**config.mk**
```make
export PLATFORM = sky130hd
export DESIGN_NAME = gray_count_receiver
export DESIGN_NICKNAME = d
export VERILOG_FILES = /design/src/rtl/gray_count_receiver_pkg.sv /design/src/rtl/gray_count_receiver_sync_stages.sv /design/src/rtl/gray_count_receiver.sv
export SDC_FILE = /design/constraint.sdc
export NUM_CORES = 1
export LEC_CHECK = 0
export ABC_CLOCK_PERIOD_IN_PS = 2400
export CAP_MARGIN = 10
export CORE_UTILIZATION = 42
export CTS_BUF_LIST = sky130_fd_sc_hd__clkbuf_16
export CTS_CLUSTER_DIAMETER = 150
export CTS_CLUSTER_SIZE = 8
export DETAILED_ROUTE_END_ITERATION = 12
export PLACE_DENSITY = 0.72
export SYNTH_ARGS = -nofsm -noshare
export SYNTH_HDL_FRONTEND = slang
export SYNTH_SLANG_ARGS = --single-unit
```
**constraint.sdc**
```tcl
create_clock -name clk -period 2.4 [get_ports clk]
set_input_delay 0.48 -clock clk [delete_from_list [all_inputs] [get_ports clk]]
set_output_delay 0.48 -clock clk [all_outputs]
set_load 0.005 [all_outputs]
```
**src/rtl/gray_count_receiver_pkg.sv**
```systemverilog
// Gray-count helpers shared by the sending counter and the receiving decoder.
// Latency: combinational functions only. Backpressure: none.
// Both functions work on any width up to GRAY_MAX_W: pass the value zero-extended and truncate the result.
package gray_count_receiver_pkg;

    localparam int N_SYNC_DEFAULT = 2;
    localparam int GRAY_MAX_W     = 32;

    // Zero upper bits keep the XOR chain at 0 until the real MSB, so the low bits decode exactly.
    function automatic logic [GRAY_MAX_W-1:0] gray2bin(input logic [GRAY_MAX_W-1:0] g);
        logic [GRAY_MAX_W-1:0] b;
        b[GRAY_MAX_W-1] = g[GRAY_MAX_W-1];
        for (int i = GRAY_MAX_W-2; i >= 0; i--) begin
            b[i] = b[i+1] ^ g[i];
        end
        return b;
    endfunction

    function automatic logic [GRAY_MAX_W-1:0] bin2gray(input logic [GRAY_MAX_W-1:0] b);
        return b ^ (b >> 1);
    endfunction

endpackage

```
**src/rtl/gray_count_receiver_sync_stages.sv**
```systemverilog
// W-wide, N-deep synchroniser chain with async reset and synchronous clear.
// Latency: N clocks. Backpressure: none; samples every clock.
module gray_sync_stages
    import gray_count_receiver_pkg::*;
#(
    parameter int W = 4,
    parameter int N = N_SYNC_DEFAULT
) (
    input  logic         clk,
    input  logic         rst,
    input  logic         clr,
    input  logic [W-1:0] d,
    output logic [W-1:0] q
);

    // First stage may go metastable: keep it, place stages together, never retime.
    (* ASYNC_REG = "TRUE", DONT_TOUCH = "TRUE", SHREG_EXTRACT = "NO" *)
    logic [W-1:0] meta;
    logic [W-1:0] tail [N-1];

    always_ff @(posedge clk or posedge rst) begin
        if (rst) begin
            meta <= '0;
            for (int i = 0; i < N-1; i++) tail[i] <= '0;
        end else if (clr) begin
            meta <= '0;
            for (int i = 0; i < N-1; i++) tail[i] <= '0;
        end else begin
            meta    <= d;
            tail[0] <= meta;
            for (int i = 1; i < N-1; i++) tail[i] <= tail[i-1];
        end
    end

    assign q = tail[N-2];

endmodule

```
**src/rtl/gray_count_receiver.sv**
```systemverilog
// Synchronises a remote Gray count, decodes it, and reports level/empty/advance vs a local count.
// Latency: gry_in to count_bin N_SYNC+1 clocks; local_bin to level/empty 0. Backpressure: none.
// Optional GRAY_RX_ERR_CHECK_EN adds a sticky multi-bit-change detector on the synchronised count.
module gray_count_receiver
    import gray_count_receiver_pkg::*;
#(
    parameter int W_CTR  = 4,
    parameter int N_SYNC = N_SYNC_DEFAULT
) (
    input  logic             clk,
    input  logic             rst,
    input  logic [W_CTR-1:0] gry_in,
    input  logic             clr,
    input  logic [W_CTR-1:0] local_bin,
    output logic [W_CTR-1:0] count_bin,
    output logic [W_CTR-1:0] level,
    output logic             empty,
    output logic             advanced,
    output logic             err
);

    logic [W_CTR-1:0] gry_s;
    logic [W_CTR-1:0] dec_bin;

    gray_sync_stages #(.W(W_CTR), .N(N_SYNC)) u_sync (
        .clk (clk),
        .rst (rst),
        .clr (clr),
        .d   (gry_in),
        .q   (gry_s)
    );

    assign dec_bin = W_CTR'(gray2bin(GRAY_MAX_W'(gry_s)));

    always_ff @(posedge clk or posedge rst) begin
        if (rst) begin
            count_bin <= '0;
            advanced  <= 1'b0;
        end else if (clr) begin
            count_bin <= '0;
            advanced  <= 1'b0;
        end else begin
            count_bin <= dec_bin;
            advanced  <= (dec_bin != count_bin);
        end
    end

    assign level = count_bin - local_bin;
    assign empty = (level == '0);

`ifdef GRAY_RX_ERR_CHECK_EN
    logic [W_CTR-1:0]  gry_s_prev;
    logic [W_CTR-1:0]  gry_diff;
    logic [N_SYNC-1:0] s_vld_pipe;
    logic              prev_vld;
    logic              err_q;

    assign gry_diff = gry_s ^ gry_s_prev;

    // Compare only once both samples come from after the last clear, so the refill jump is not flagged.
    always_ff @(posedge clk or posedge rst) begin
        if (rst) begin
            gry_s_prev <= '0;
            s_vld_pipe <= '0;
            prev_vld   <= 1'b0;
            err_q      <= 1'b0;
        end else if (clr) begin
            gry_s_prev <= '0;
            s_vld_pipe <= '0;
            prev_vld   <= 1'b0;
            err_q      <= 1'b0;
        end else begin
            gry_s_prev <= gry_s;
            s_vld_pipe <= {s_vld_pipe[N_SYNC-2:0], 1'b1};
            prev_vld   <= s_vld_pipe[N_SYNC-1];
            if (prev_vld && s_vld_pipe[N_SYNC-1] &&
                ((gry_diff & (gry_diff - W_CTR'(1))) != '0)) begin
                err_q <= 1'b1;
            end
        end
    end

    assign err = err_q;
`else
    assign err = 1'b0;
`endif

endmodule

```
### After elaboration in Yosys (flattened, before gate mapping)

Cells that the tools add are included.

* logic and storage cells: 14
* register bits: 13
* bits of input ports: 11
* output and inout port bits: 11

* bitwise operators: 3
* equal/unequal tests: 1
* multiplexer cells: 4
* add/subtract/negate cells: 1
* reduce and logical (&&, ||, !) cells: 1

Operators with widths (number)
* two-way mux 4 bit: 3
* logical NOT 4 bit: 1
* inequality test 4 bit: 1
* subtractor 4 bit: 1
* XOR 1 bit: 3
* two-way mux 1 bit: 1

### Longest topological paths before layout

Gate-level depths: netlist of the first run.

* depth after elaboration: 5
* mapped depth: 6
* mapped depth without buffers: 6

### Modules after synthesis

Synthesis of the first run repeated with hierarchy kept, for this count alone.

* cells, all modules: 62
* area, all modules: 679.4 um^2

Modules (own cells, without submodules)
* gray_count_receiver: seq. area each 125.1 um^2, area each 425.4 um^2, times used 1, cells an instance 45
* gray_sync_stages: seq. area each 200.2 um^2, area each 254.0 um^2, times used 1, cells an instance 17

### Least setup slack after synthesis of the first run

No wires, ideal clock.

* kind: input-to-output
* start point: input local_bin[1]
* end point: output empty
* cell stages on the path: 6
* required time: 1.920 ns
* slack: 0.234 ns
* buffers on the path: 0
* arrival time: 1.686 ns
* path through: inv_1 ha_1 nor2b_1 o21ai_0 nand3_1 a2111oi_0

* cells in the longest elaborated chain, start to end: 2

Ends and longest elaborated chain
* start, declared: line gray_count_receiver.sv:14 `input logic [W_CTR-1:0] local_bin,`
* subtractor 4 bit: line gray_count_receiver.sv:48 `assign level = count_bin - local_bin;`
* logical NOT 4 bit: line gray_count_receiver.sv:49 `assign empty = (level == '0);`
* end, declared: line gray_count_receiver.sv:17 `output logic empty,`

No other way between the ends.

### Final worst setup path of the first run

* start point: register count_bin[0]
* end point: output empty

* cells in the longest elaborated chain, start to end: 2

Ends and longest elaborated chain
* start, declared: line gray_count_receiver.sv:15 `output logic [W_CTR-1:0] count_bin,`
* start signal, assigned: line gray_count_receiver.sv:43 `count_bin <= dec_bin;`
* subtractor 4 bit: line gray_count_receiver.sv:48
* logical NOT 4 bit: line gray_count_receiver.sv:49

No other way between the ends.

==> flow_summary.yaml, run 1 <==
flow_run:
  cap_viol_max_count: 0
grt:
  grtUsageTotal_pct: 17.8
  grt_pass1_vias: 571
  grt_pass1_wl_mm: 2.30
  gr-total-overflow: 0
  grt_max_degree: 14
  antenna_found_initial: 0
cts:
  htree_levels: 1
  path_clk_slew_ps: 40
  ctsHoldBuffers: 0
  cts_buffers: 3
  cts_sinks: 13
  clk_latency_ps: 240
  root_buffer: "clkbuf_16"
  clockBufferDepth: 2
  cts_tree: "yes"
drt:
  drc: 0
  dr.first_iter.drc_count: 4
  postRouteAntennaNets: 0
  drtPass1Iterations: 2
  num_vias: 533
  wl_per_cell_um: 13.7
  viasPerCell: 4.98
  routed_wl_mm: 1.47
final_layout:
  nFillCells: 86
  final_util_pct: 79.0
  design_area_sq_mm: 0.00109
  regArea_sq_um: 325
  final_nets: 108
  syn_to_final_growth_pct: 64.7
  multi_input_area_sq_um: 383
  drive_gt1_share_pct: 32.6
  antennaDiodeCount: 0
power_and_ir_drop:
  p_comb_share_pct: 24.1
  vdd_drop_max_uv: 679
  p_per_area_mw_per_mm2: 655
  switching_share_pct: 22.9
  p_int_uw: 552
  power_frac_seq_pct: 33.7
  p_clk_share_pct: 42.2
  p_leak_nw: 0.518
  switchingPower_uw: 164
critical_path:
  cp.required_ps: 1920
  criticalPathCategory: "flip-flop to primary output"
  end_kind: "primary output"
  critPathLaunchType: "flip-flop"
  path_max_fanout: 2
  critPathArrivalTime_ps: 1890
die:
  die_y_um: 41.7
  die_w_um: 41.7
  start_util_pct: 48.0
  die-area_sq_mm: 0.00174
  io_pins: 22
  design.core.area_sq_mm: 0.00138
  rows: 13
placement:
  gp_congestion: 0.798
  place_area_sq_um: 916
  port_buffers: 20
  hpwl_um: 909
  place_ws_ps: -851
hold_path:
  min-delay-path-class: "flip-flop to flip-flop"
sta:
  final.min_clock_period_ps: 2370
  rsz0062_at_grt: "yes"
  post-route-period-util_pct: 98.9
  skew_ps: 3.97
  timing.final.ws_setup_ps: 25.3
  finalSetupTns_ps: 0
  max_freq_mhz: 421
  hold_viol: 0
  setup_viol: 0
  slew_viol_final: 0
synth:
  ys.flop_type: "dfrtp_1"
  syn_area_per_cell_sq_um: 11.1
  syn_area_sq_um: 663
  yosysSeqAreaShare_pct: 49.1
  syn_inst: 60
  syn_nets: 75
  ys_types: 22
  synth-edff-count: 0
  ys_async_sr_fraction_pct: 100
  synth_seq_cells: 13
  yosys_warnings: 0
outcome:
  status: "complete, no violations"
[placed cells by master, fill, tap and decap left out]
master / n
dfrtp_1: 13
clkdlybuf4s50_1: 13
buf_4: 10
nor2b_1: 9
nor2_1: 5
inv_2: 4
inv_1: 4
xor2_1: 4
dlygate4sd2_1: 4
ha_4: 3
clkbuf_16: 3
nor2b_4: 1
o21ai_2: 1
a21o_1: 1
nand3_2: 1
and2_1: 1
xor2_2: 1
xnor2_2: 1
a2111oi_4: 1
xnor3_1: 1
nand2_1: 1
nand3_1: 1
o311ai_0: 1
and4_1: 1
a211o_2: 1
a31oi_1: 1
fa_2: 1
conb_1: 1
clkbuf_2: 1
clkdlybuf4s15_1: 1
buf_2: 1
[cells by family (layout without fill, tap and decap cells)]
| kind of cell | count (synthesis) | count (layout) | share of synthesized area, % |
|---|---|---|---|
| flip-flops | 13 | 13 | 49.1 |
| XOR/XNOR | 7 | 7 | 12.5 |
| other | 1 | 1 | 0.565 |
| AND/OR/NAND/NOR | 20 | 20 | 16.6 |
| adder cells (fa/ha/maj) | 4 | 4 | 8.68 |
| AO/OA/AOI/OAI | 6 | 6 | 6.98 |
| buffers and inverters | 9 | 41 | 5.66 |
[worst max-delay path: stages, from the launching register on]
cell	delay, ps
dfrtp_1	380
inv_2	80
ha_4	130
inv_2	40
fa_2	370
xor2_2	170
a2111oi_4	310
buf_2	160
[synthesized netlist by cell type, drive strengths merged, types with 2 or more instances]
library cell	n	area share, %
dfrtp	13	49
nor2b	10	9.4
inv	7	4.0
nor2	5	2.8
xor2	5	6.6
ha	3	5.7
nand3	2	1.5
[power groups by stage]
stage          Clock, mW  Sequential (mW)  Combinational, mW
6_report           0.302            0.241              0.172
5_1_grt            0.321            0.242              0.187
4_1_cts            0.303            0.240              0.153
3_5_place_dp           0            0.243              0.141
3_3_place_gp           0            0.242              0.137
2_1_floorplan          0            0.244             0.0600
[registers in the layout, indices dropped and copies added (netlist names)]
signal       cells
u_sync.q         4
u_sync.meta      4
advanced         1
count_bin        4
[layout make-up]
cell class	count	share of cell area [%]
clock buffers	3	6.87
inverters	7	2.41
well taps	15	1.72
flip-flops and latches	13	29.8
multi-input cells	38	35.1
repair buffers	30	23.8
clock inverters	1	0.344
[metal layers]
| metal | track usage [%] | wire [um] | vias to the layer above |
|---|---|---|---|
| li1 | - | - | 257 |
| met5 | 0 | 0 | - |
| met4 | 7.74 | 40 | 0 |
| met3 | 6.96 | 66 | 6 |
| met2 | 29.4 | 800 | 22 |
| met1 | 20.2 | 558 | 248 |
[path summary, 6_finish.rpt]
check	from	to	slack [ps]	cells after the start
setup / recovery	count_bin[0]	empty	30	7
hold / removal	u_sync.meta[2]	u_sync.q[2]	460	1
setup reg to reg	count_bin[1]	advanced	760	6
hold reg to reg	u_sync.meta[2]	u_sync.q[2]	460	1
max in group asynchronous	rst	u_sync.meta[2]	1510	2
min in group asynchronous	rst	u_sync.q[2]	560	2
[per-stage QoR]
stage / hold slack [ps] / power (mW) / std cells
6_report: 462 / 0.716 / 107
5_1_grt: 487 / 0.751 / 107
4_1_cts: 468 / 0.696 / 105
3_5_place_dp: 455 / 0.384 / 99
3_3_place_gp: 444 / 0.379 / 99
2_1_floorplan: 357 / 0.304 / 60
[repair_timing]
action	CTS	global route
gates resized for setup	25	6
buffers inserted	2	2
pin swaps	8	7
endpoints found under the setup margin	4	2
Note: power is estimated with default switching activity, not from simulation.
==> run 2, diff against run 1 <==
--- a/config.mk
+++ b/config.mk
@@ -12,6 +12,7 @@
 export CTS_CLUSTER_DIAMETER = 150
 export CTS_CLUSTER_SIZE = 8
 export DETAILED_ROUTE_END_ITERATION = 12
+export GPL_TIMING_DRIVEN = 0
 export PLACE_DENSITY = 0.72
 export SYNTH_ARGS = -nofsm -noshare
 export SYNTH_HDL_FRONTEND = slang
==> constraint.sdc (replaced) <==
create_clock -name clk -period 2.4 [get_ports clk]
set_input_delay 0.48 -clock clk [delete_from_list [all_inputs] [get_ports clk]]
set_output_delay 0.48 -clock clk [all_outputs]
set_load 0.1 [all_outputs]
==> run 2 against run 1 <==
The flow now finishes with violations (setup timing); critical endpoint unchanged; wire length decreased by 18%; largest cell class unchanged; non-clock buffer count shrank 4; utilization fell by 0.63 points.
==> flow_summary.yaml, run 2 (same netlist as run 1, synthesis figures left out) <==
sta:
  post-route-period-util_pct: 107
  timing.final.ws_setup_ps: -166
  timing.hold.ws_ps: 461
  setup_viol: 2
  skew_ps: 0.602
  worst_pin_slew_ps: 977
  final.min_clock_period_ps: 2570
  hold_viol: 0
  slew_viol_final: 0
  rsz0062_at_grt: "yes"
  maxSlewHeadroom_pct: 34.6
  max_freq_mhz: 390
die:
  start_util_pct: 48.0
  rows: 13
  design.core.area_sq_mm: 0.00138
  io_pins: 22
  die_w_um: 41.7
  die-area_sq_mm: 0.00174
  die_y_um: 41.7
critical_path:
  end_kind: "primary output"
  criticalPathCategory: "flip-flop to primary output"
  crit_chain: "inv_4 -> ha_4 -> inv_2 -> fa_2 -> xor2_4 -> a2111oi_4 -> buf_6"
  r2r-end: "advanced"
  reg2reg_depth: 4
  r2r_start: "count_bin[1]"
  cp.required_ps: 1920
  crit_slowest_cell: "dfrtp_4"
  path_max_fanout: 2
  path_buf_inv: 3
  slowest_delay_ps: 480
  rrSetupSlack_ps: 970
  critPathTopFamily: "adder cells"
  critPathLaunchType: "flip-flop"
  critPathArrivalTime_ps: 2090
placement:
  gp_congestion: 0.700
  port_buffers: 20
  place_ws_ps: -1420
  hpwl_um: 877
drt:
  drc: 0
  postRouteAntennaNets: 0
  dr.first_iter.drc_count: 7
  routed_wl_mm: 1.20
  wl_per_cell_um: 11.7
  num_vias: 521
  drtPass1Iterations: 4
  viasPerCell: 5.06
power_and_ir_drop:
  switching_share_pct: 36.1
  power_frac_seq_pct: 28.2
  p_leak_nw: 0.503
  vdd_drop_max_uv: 907
  p_int_uw: 554
  p_per_area_mw_per_mm2: 800
  switchingPower_uw: 313
  p_clk_share_pct: 34.3
  p_comb_share_pct: 37.5
grt:
  grt_max_degree: 14
  busiest_layer: "met2"
  grt_pass1_wl_mm: 1.92
  use_met1_pct: 14.0
  grtUsageMet2_pct: 26.9
  met3_usage_pct: 2.17
  grtUsageTotal_pct: 15.4
  gr-total-overflow: 0
  grt_pass1_vias: 476
  antenna_found_initial: 0
outcome:
  violations: "setup timing"
  status: "finished with violations"
final_layout:
  final_cell_mix: "clkdlybuf4s50_1, nor2b_1, dfrtp_1, buf_4, nor2_1"
  layout_commonest_cell: "clkdlybuf4s50_1"
  final_nets: 104
  drive_gt1_share_pct: 34.1
  syn_to_final_growth_pct: 63.4
  antennaDiodeCount: 0
cts:
  cts_sinks: 13
  cts_buffers: 3
  clk_latency_ps: 230
  path_clk_slew_ps: 40
  clockBufferDepth: 2
  ctsHoldBuffers: 0
  root_buffer: "clkbuf_16"
  htree_levels: 1
  cts_tree: "yes"
hold_path:
  min-delay-path-class: "flip-flop to flip-flop"
  hp-start: "u_sync.meta[0]"
  min_to: "u_sync.q[0]"
  min_path_cells: 1
flow_run:
  cap_viol_max_count: 0
[run 2: worst max path at each step]
stage	slack, ps	cells past startpoint	startpoint	endpoint
6_report	-170	7	count_bin[0]	empty
5_1_grt	-220	7	count_bin[0]	empty
4_1_cts	-270	7	count_bin[0]	empty
3_5_place_dp	-1420	8	local_bin[1]	empty
3_3_place_gp	-1430	8	local_bin[1]	empty
2_1_floorplan	-910	6	count_bin[0]	empty
[run 2: area by class of cell]
cell class	count	area, sq um
repair buffers	24	236
flip-flops and latches	13	334
plain buffers	2	11.3
well taps	15	18.8
clock buffers	3	75.1
clock inverters	1	3.75
multi-input cells	38	375
inverters	7	28.8
fillers	94	299
[run 2: stage by stage]
stage / cell area [sq um] / cells / setup TNS, ps / power, mW / util [%]
6_report: 1080 / 103 / -188 / 0.867 / 78.4
5_1_grt: 1080 / 103 / -297 / 0.902 / 78.4
4_1_cts: 1060 / 102 / -387 / 0.863 / 76.7
3_5_place_dp: 932 / 95 / -5030 / 0.552 / 67.4
3_3_place_gp: 932 / 95 / -4990 / 0.548 / 67.4
2_1_floorplan: 713 / 60 / -909 / 0.486 / -
[run 2: routing by layer]
metal	up-vias	wire, um	share of wire (%)
met5	-	0	0
met4	0	89	7.4
met3	10	73	6.1
met2	24	594	49
met1	239	445	37
li1	248	-	-
[run 2: what timing repair did]
| action | CTS | global route |
|---|---|---|
| buffers inserted | 3 | 1 |
| resized for setup | 39 | 6 |
| pin swaps | 8 | 7 |
| endpoints found under the setup margin | 5 | 3 |
[run 2: power groups by stage]
| stage | registers, mW | logic (mW) | clock network, mW |
|---|---|---|---|
| after floorplan | 0.294 | 0.191 | 0 |
| after global placement | 0.246 | 0.302 | 0 |
| after detailed placement | 0.247 | 0.305 | 0 |
| after CTS | 0.245 | 0.314 | 0.304 |
| after global routing | 0.246 | 0.337 | 0.319 |
| final | 0.244 | 0.325 | 0.298 |
